[src/rtl/gcd_arbiter_pkg.sv]
// Shared types and constants for the GCD arbiter: FSM state encoding,
// default datapath width and the watchdog timer width.
package gcd_arbiter_pkg;

  typedef enum logic [1:0] {
    ST_IDLE  = 2'd0,
    ST_ISSUE = 2'd1,
    ST_WAIT  = 2'd2,
    ST_RESP  = 2'd3
  } arb_state_t;

  localparam int DEFAULT_W = 8;
  localparam int TIMER_W   = 8;

  // Increment with wrap at n; used for the round-robin pointer.
  function automatic int wrap_inc(input int v, input int n);
    return (v + 1 >= n) ? 0 : v + 1;
  endfunction

endpackage

[src/rtl/gcd_arbiter_rr_pick.sv]
// Combinational round-robin picker: first set request bit at or after ptr,
// wrapping at N. Produces both one-hot and index forms of the winner.
module gcd_arbiter_rr_pick
  import gcd_arbiter_pkg::*;
#(
  parameter int N  = 4,
  parameter int IW = (N > 1) ? $clog2(N) : 1
) (
  input  logic [N-1:0]  req,
  input  logic [IW-1:0] ptr,
  output logic [N-1:0]  onehot,
  output logic [IW-1:0] idx,
  output logic          any
);

  logic [IW:0]   sum;
  logic [IW-1:0] cand;

  always_comb begin
    onehot = '0;
    idx    = '0;
    any    = 1'b0;
    sum    = '0;
    cand   = '0;
    for (int k = 0; k < N; k++) begin
      sum = {1'b0, ptr} + (IW+1)'(k);
      if (sum >= (IW+1)'(N)) begin
        sum = sum - (IW+1)'(N);
      end
      cand = sum[IW-1:0];
      if (!any && req[cand]) begin
        any          = 1'b1;
        idx          = cand;
        onehot[cand] = 1'b1;
      end
    end
  end

endmodule

[src/rtl/gcd_arbiter.sv]
// Shares a single GCD datapath between N_REQ requesters with round-robin
// arbitration, operand capture, START sequencing and a hang watchdog.
module gcd_arbiter
  import gcd_arbiter_pkg::*;
#(
  parameter int N_REQ   = 4,
  parameter int W       = DEFAULT_W,
  parameter int TIMEOUT = 255
) (
  input  logic               clk,
  input  logic               rst_n,
  input  logic [N_REQ-1:0]   req,
  input  logic [N_REQ*W-1:0] req_a,
  input  logic [N_REQ*W-1:0] req_b,
  output logic [N_REQ-1:0]   gnt,
  output logic [N_REQ-1:0]   rsp_valid,
  output logic [W-1:0]       rsp_y,
  output logic               rsp_err,
  output logic               rsp_timeout,
  output logic               busy,
  output logic [W-1:0]       gcd_a,
  output logic [W-1:0]       gcd_b,
  output logic               gcd_start,
  input  logic [W-1:0]       gcd_y,
  input  logic               gcd_done,
  input  logic               gcd_error
);

  localparam int IW = (N_REQ > 1) ? $clog2(N_REQ) : 1;
  localparam logic [TIMER_W-1:0] TIMER_LAST = TIMER_W'(TIMEOUT - 1);

  arb_state_t         state, state_next;
  logic [IW-1:0]      rr_ptr;
  logic [IW-1:0]      owner;
  logic [N_REQ-1:0]   owner_oh;
  logic [W-1:0]       op_a, op_b;
  logic [W-1:0]       res_y;
  logic               res_err, res_to;
  logic [TIMER_W-1:0] timer;

  logic [N_REQ-1:0]   pick_oh;
  logic [IW-1:0]      pick_idx;
  logic               pick_any;
  logic [W-1:0]       sel_a, sel_b;

  gcd_arbiter_rr_pick #(.N(N_REQ), .IW(IW)) u_pick (
    .req    (req),
    .ptr    (rr_ptr),
    .onehot (pick_oh),
    .idx    (pick_idx),
    .any    (pick_any)
  );

  always_comb begin
    sel_a = '0;
    sel_b = '0;
    for (int i = 0; i < N_REQ; i++) begin
      if (pick_oh[i]) begin
        sel_a = req_a[i*W +: W];
        sel_b = req_b[i*W +: W];
      end
    end
  end

  always_ff @(posedge clk) begin
    if (!rst_n) begin
      state <= ST_IDLE;
    end else begin
      state <= state_next;
    end
  end

  // Operand/result capture and watchdog; DONE takes priority over expiry.
  always_ff @(posedge clk) begin
    if (!rst_n) begin
      rr_ptr   <= '0;
      owner    <= '0;
      owner_oh <= '0;
      op_a     <= '0;
      op_b     <= '0;
      res_y    <= '0;
      res_err  <= 1'b0;
      res_to   <= 1'b0;
      timer    <= '0;
    end else begin
      case (state)
        ST_IDLE: begin
          if (pick_any) begin
            owner    <= pick_idx;
            owner_oh <= pick_oh;
            op_a     <= sel_a;
            op_b     <= sel_b;
          end
        end
        ST_ISSUE: begin
          timer <= '0;
        end
        ST_WAIT: begin
          if (gcd_done) begin
            res_y   <= gcd_y;
            res_err <= gcd_error;
            res_to  <= 1'b0;
          end else if (timer == TIMER_LAST) begin
            res_y   <= '0;
            res_err <= 1'b1;
            res_to  <= 1'b1;
          end else begin
            timer <= timer + 1'b1;
          end
        end
        ST_RESP: begin
          rr_ptr <= IW'(wrap_inc(int'(owner), N_REQ));
        end
        default: ;
      endcase
    end
  end

  assign gcd_a = op_a;
  assign gcd_b = op_b;

  always_comb begin
    state_next  = state;
    gnt         = '0;
    rsp_valid   = '0;
    rsp_y       = '0;
    rsp_err     = 1'b0;
    rsp_timeout = 1'b0;
    gcd_start   = 1'b0;
    busy        = (state != ST_IDLE);
    case (state)
      ST_IDLE: begin
        if (pick_any) begin
          state_next = ST_ISSUE;
        end
      end
      ST_ISSUE: begin
        gnt        = owner_oh;
        gcd_start  = 1'b1;
        state_next = ST_WAIT;
      end
      ST_WAIT: begin
        if (gcd_done || (timer == TIMER_LAST)) begin
          state_next = ST_RESP;
        end
      end
      ST_RESP: begin
        rsp_valid   = owner_oh;
        rsp_y       = res_y;
        rsp_err     = res_err;
        rsp_timeout = res_to;
        state_next  = ST_IDLE;
      end
      default: state_next = ST_IDLE;
    endcase
  end

endmodule

[config.mk]
export PLATFORM = sky130hd
export DESIGN_NAME = gcd_arbiter
export DESIGN_NICKNAME = d
export VERILOG_FILES = /design/src/rtl/gcd_arbiter_pkg.sv /design/src/rtl/gcd_arbiter_rr_pick.sv /design/src/rtl/gcd_arbiter.sv
export SDC_FILE = /design/constraint.sdc
export NUM_CORES = 1
export LEC_CHECK = 0
export ABC_AREA = 0
export ABC_CLOCK_PERIOD_IN_PS = 3300
export CAP_MARGIN = 20
export CORE_MARGIN = 1
export CORE_UTILIZATION = 56
export DETAILED_ROUTE_END_ITERATION = 12
export DONT_BUFFER_PORTS = 1
export PLACE_DENSITY = 0.67
export SLEW_MARGIN = 30
export SYNTH_ARGS = -nofsm -noshare
export SYNTH_HDL_FRONTEND = slang
export SYNTH_SLANG_ARGS = --single-unit
[constraint.sdc]
create_clock -name clk -period 3.3 [get_ports clk]
set_input_delay 0.66 -clock clk [delete_from_list [all_inputs] [get_ports clk]]
set_output_delay 0.66 -clock clk [all_outputs]
set_load 0.03 [all_outputs]
==> results of run 1 <==
[cell families (layout without fill, tap and decap cells)]
logic type               Yosys count  in the layout  synth area share, %
AO/OA/AOI/OAI                    131            131                39.30
AND/OR/NAND/NOR                  101            101                16.43
flip-flops                        44             44                26.71
buffers and inverters             38             27                7.397
adder cells (fa/ha/maj)           14             14                5.311
multiplexers                       9              9                4.325
XOR/XNOR                           2              2               0.5312
[Yosys cell counts, drive strengths merged (3+ instances only)]
master,instances,area (um^2)
o221ai,17,155.1
ha,14,175.2
a221oi,4,35.03
clkbuf,10,37.54
a22oi,25,187.7
and2,22,140.1
nand2,14,52.55
inv,11,41.29
dfxtp,44,880.8
a2111oi,16,340.3
buf,17,165.1
and3,18,112.6
nor2,28,105.1
mux2i,3,30.03
mux4,4,90.09
nand3,3,15.01
a21oi,15,75.07
a211oi,34,325.3
o21ai,7,46.29
[stage by stage]
stage / instance area [um^2] / std cells / power (mW)
finish: 3338 / 400 / 2.561
global placement: 3254 / 393 / 2.218
floorplan: 3298 / 339 / 2.074
global route: 3338 / 400 / 2.742
detailed placement: 3254 / 393 / 2.240
CTS: 3336 / 400 / 2.571
[registers in the layout (all words and copies together), names as in the netlist]
name      flops
timer         8
rr_ptr        2
owner_oh      4
gcd_b         8
res_y         8
owner         2
gcd_a         8
state         2
res_err       1
res_to        1
[power by group]
group	leakage (nW)	internal, mW	switching, mW
combinational	0.700	0.469	0.786
clock	0.0400	0.144	0.186
sequential	0.359	0.663	0.313
total	1.10	1.28	1.28
[layer usage]
layer / wire length, um / up-vias
met5: 0 / -
met2: 3839 / 96
met3: 642 / 8
met1: 3501 / 1318
li1: - / 1301
met4: 90 / 0
[path summary, 6_finish.rpt]
check / end / cells after the start / slack [ns]
setup / recovery: gcd_b[0] / 9 / 0.39
hold / removal: timer[4] / 1 / 0.47
setup reg to reg: gcd_b[0] / 9 / 0.39
hold reg to reg: timer[4] / 1 / 0.47
[worst max-delay path: stages (launching register included)]
cell and delay, ns:
dfxtp_1 0.33, inv_1 0.09, ha_1 0.38, mux4_2 0.43, nor4b_2 0.42, and2_4 0.23
or3_2 0.16, buf_4 0.44, a211oi_1 0.11, a211oi_2 0.24
[area by class of cell]
cell class,count,area [um^2]
clock buffers,5,68.82
clock inverters,2,12.51
fillers,529,2270
inverters,11,41.29
multi-input cells,257,2177
flip-flops and latches,44,880.8
well taps,72,90.09
repair buffers,9,67.56
==> flow_metrics.tcl, run 1 <==
set metrics [dict create \
    status "completed" \
    arrival_ns 3.13 \
    synth_nets 433 \
    num_rows 27 \
    drc 0 \
    antenna_found_initial 0 \
    die_w_um 78.75 \
    yosysUniqueCellTypes 55 \
    tightest_slew_ns 0.7814 \
    end_kind "register" \
    required_ns 3.52 \
    numCtsBuffers 5 \
    fin_worst_skew_ns 0.003727 \
    cts_resized 0 \
    antenna_cells 0 \
    final_nets 422 \
    gr-usage-met1_pct 33.14 \
    drive_gt1_share_pct 18.90 \
    core_region_area_mm2 0.005608 \
    cp_max_fo 28 \
    use_met2_pct 43.57 \
    ys.flop_type "dfxtp_1" \
    pre_cts_ws_ns 0.2575 \
    critPathLaunch "rr_ptr[0]" \
    cap_violations 0 \
    slew_viol_final 0 \
    vdd_drop_max_v 0.0003505 \
    min_period_over_period_pct 88.29 \
    cts_tree "built" \
    final-setup-viol-count 0 \
    dieHeight_um 78.75 \
    p_per_area_mw_per_mm2 767.0 \
    wl_um 8074 \
    clockRootBuffer "clkbuf_8" \
    leakagePower_nw 1.099 \
    gr-total-overflow 0 \
    grt_use_met3_pct 6.667 \
    yosys_warnings 0 \
    avgSynthCellArea_um2 9.729 \
    post-dp-hpwl_um 5699 \
    busiest_layer "met2" \
    clock.fmax_ghz 0.3432 \
    min_path_type "register to register" \
    htree_num_levels 2 \
    synth_cells 339 \
    clock_latency_ns 0.30 \
    path_class "register to register" \
    finalHoldViolCount 0 \
    postCtsSetupRepairBufs 0 \
    ys_seq_elements 44 \
    num_vias 2723 \
    clk_pin_slew_worst_paths_ns 0.08 \
    startpoint_type "register" \
    yosysSeqAreaShare_pct 26.71 \
    r2r-start "rr_ptr[0]" \
    drt_iter0_markers 221 \
    hold_ws_ns 0.4718 \
    grt_use_total_pct 26.21 \
    rsz0062_at_grt "no" \
    grt_max_degree 29 \
    postRouteAntennaNets 0 \
    routed_via_density 6.808 \
    totalNegativeSetupSlack_ns 0 \
    synth_area_mm2 0.003298 \
    io_pins 116 \
    port-buffer-count 0 \
    cts_hold_buf 0 \
    final_common_cell "dfxtp_1" \
    cts.path.max_buffers 2 \
    layout_common_cells "dfxtp_1 (44), nor2_1 (28), a22oi_1 (25)" \
    area_growth_pct 1.214 \
    synth_edf_count 0 \
    grt_pass1_wl_um 12900 \
    initial_core_util_pct 58.81 \
    post_drt_wl_per_cell_um 20.19 \
    async_flop_share_pct 0 \
    slew_headroom_pct 47.91 \
    gp_congestion 0.8450 \
    min_from "timer[4]" \
    timing.final.ws_setup_ns 0.3863 \
    min_period_ns 2.914 \
    drt_first_pass_iters 4 \
    cts_sinks 44 \
    finish.utilization_pct 59.53 \
    grt_pass1_vias 2639 \
    die_area_mm2 0.006201 \
]
Note: power is estimated with default switching activity, not from simulation.
==> run 2, diff against run 1 <==
- TNS_END_PERCENT: not set -> 30
==> results of run 2 <==
Same layout as run 1: the final DEF is identical, and so are final timing and power.
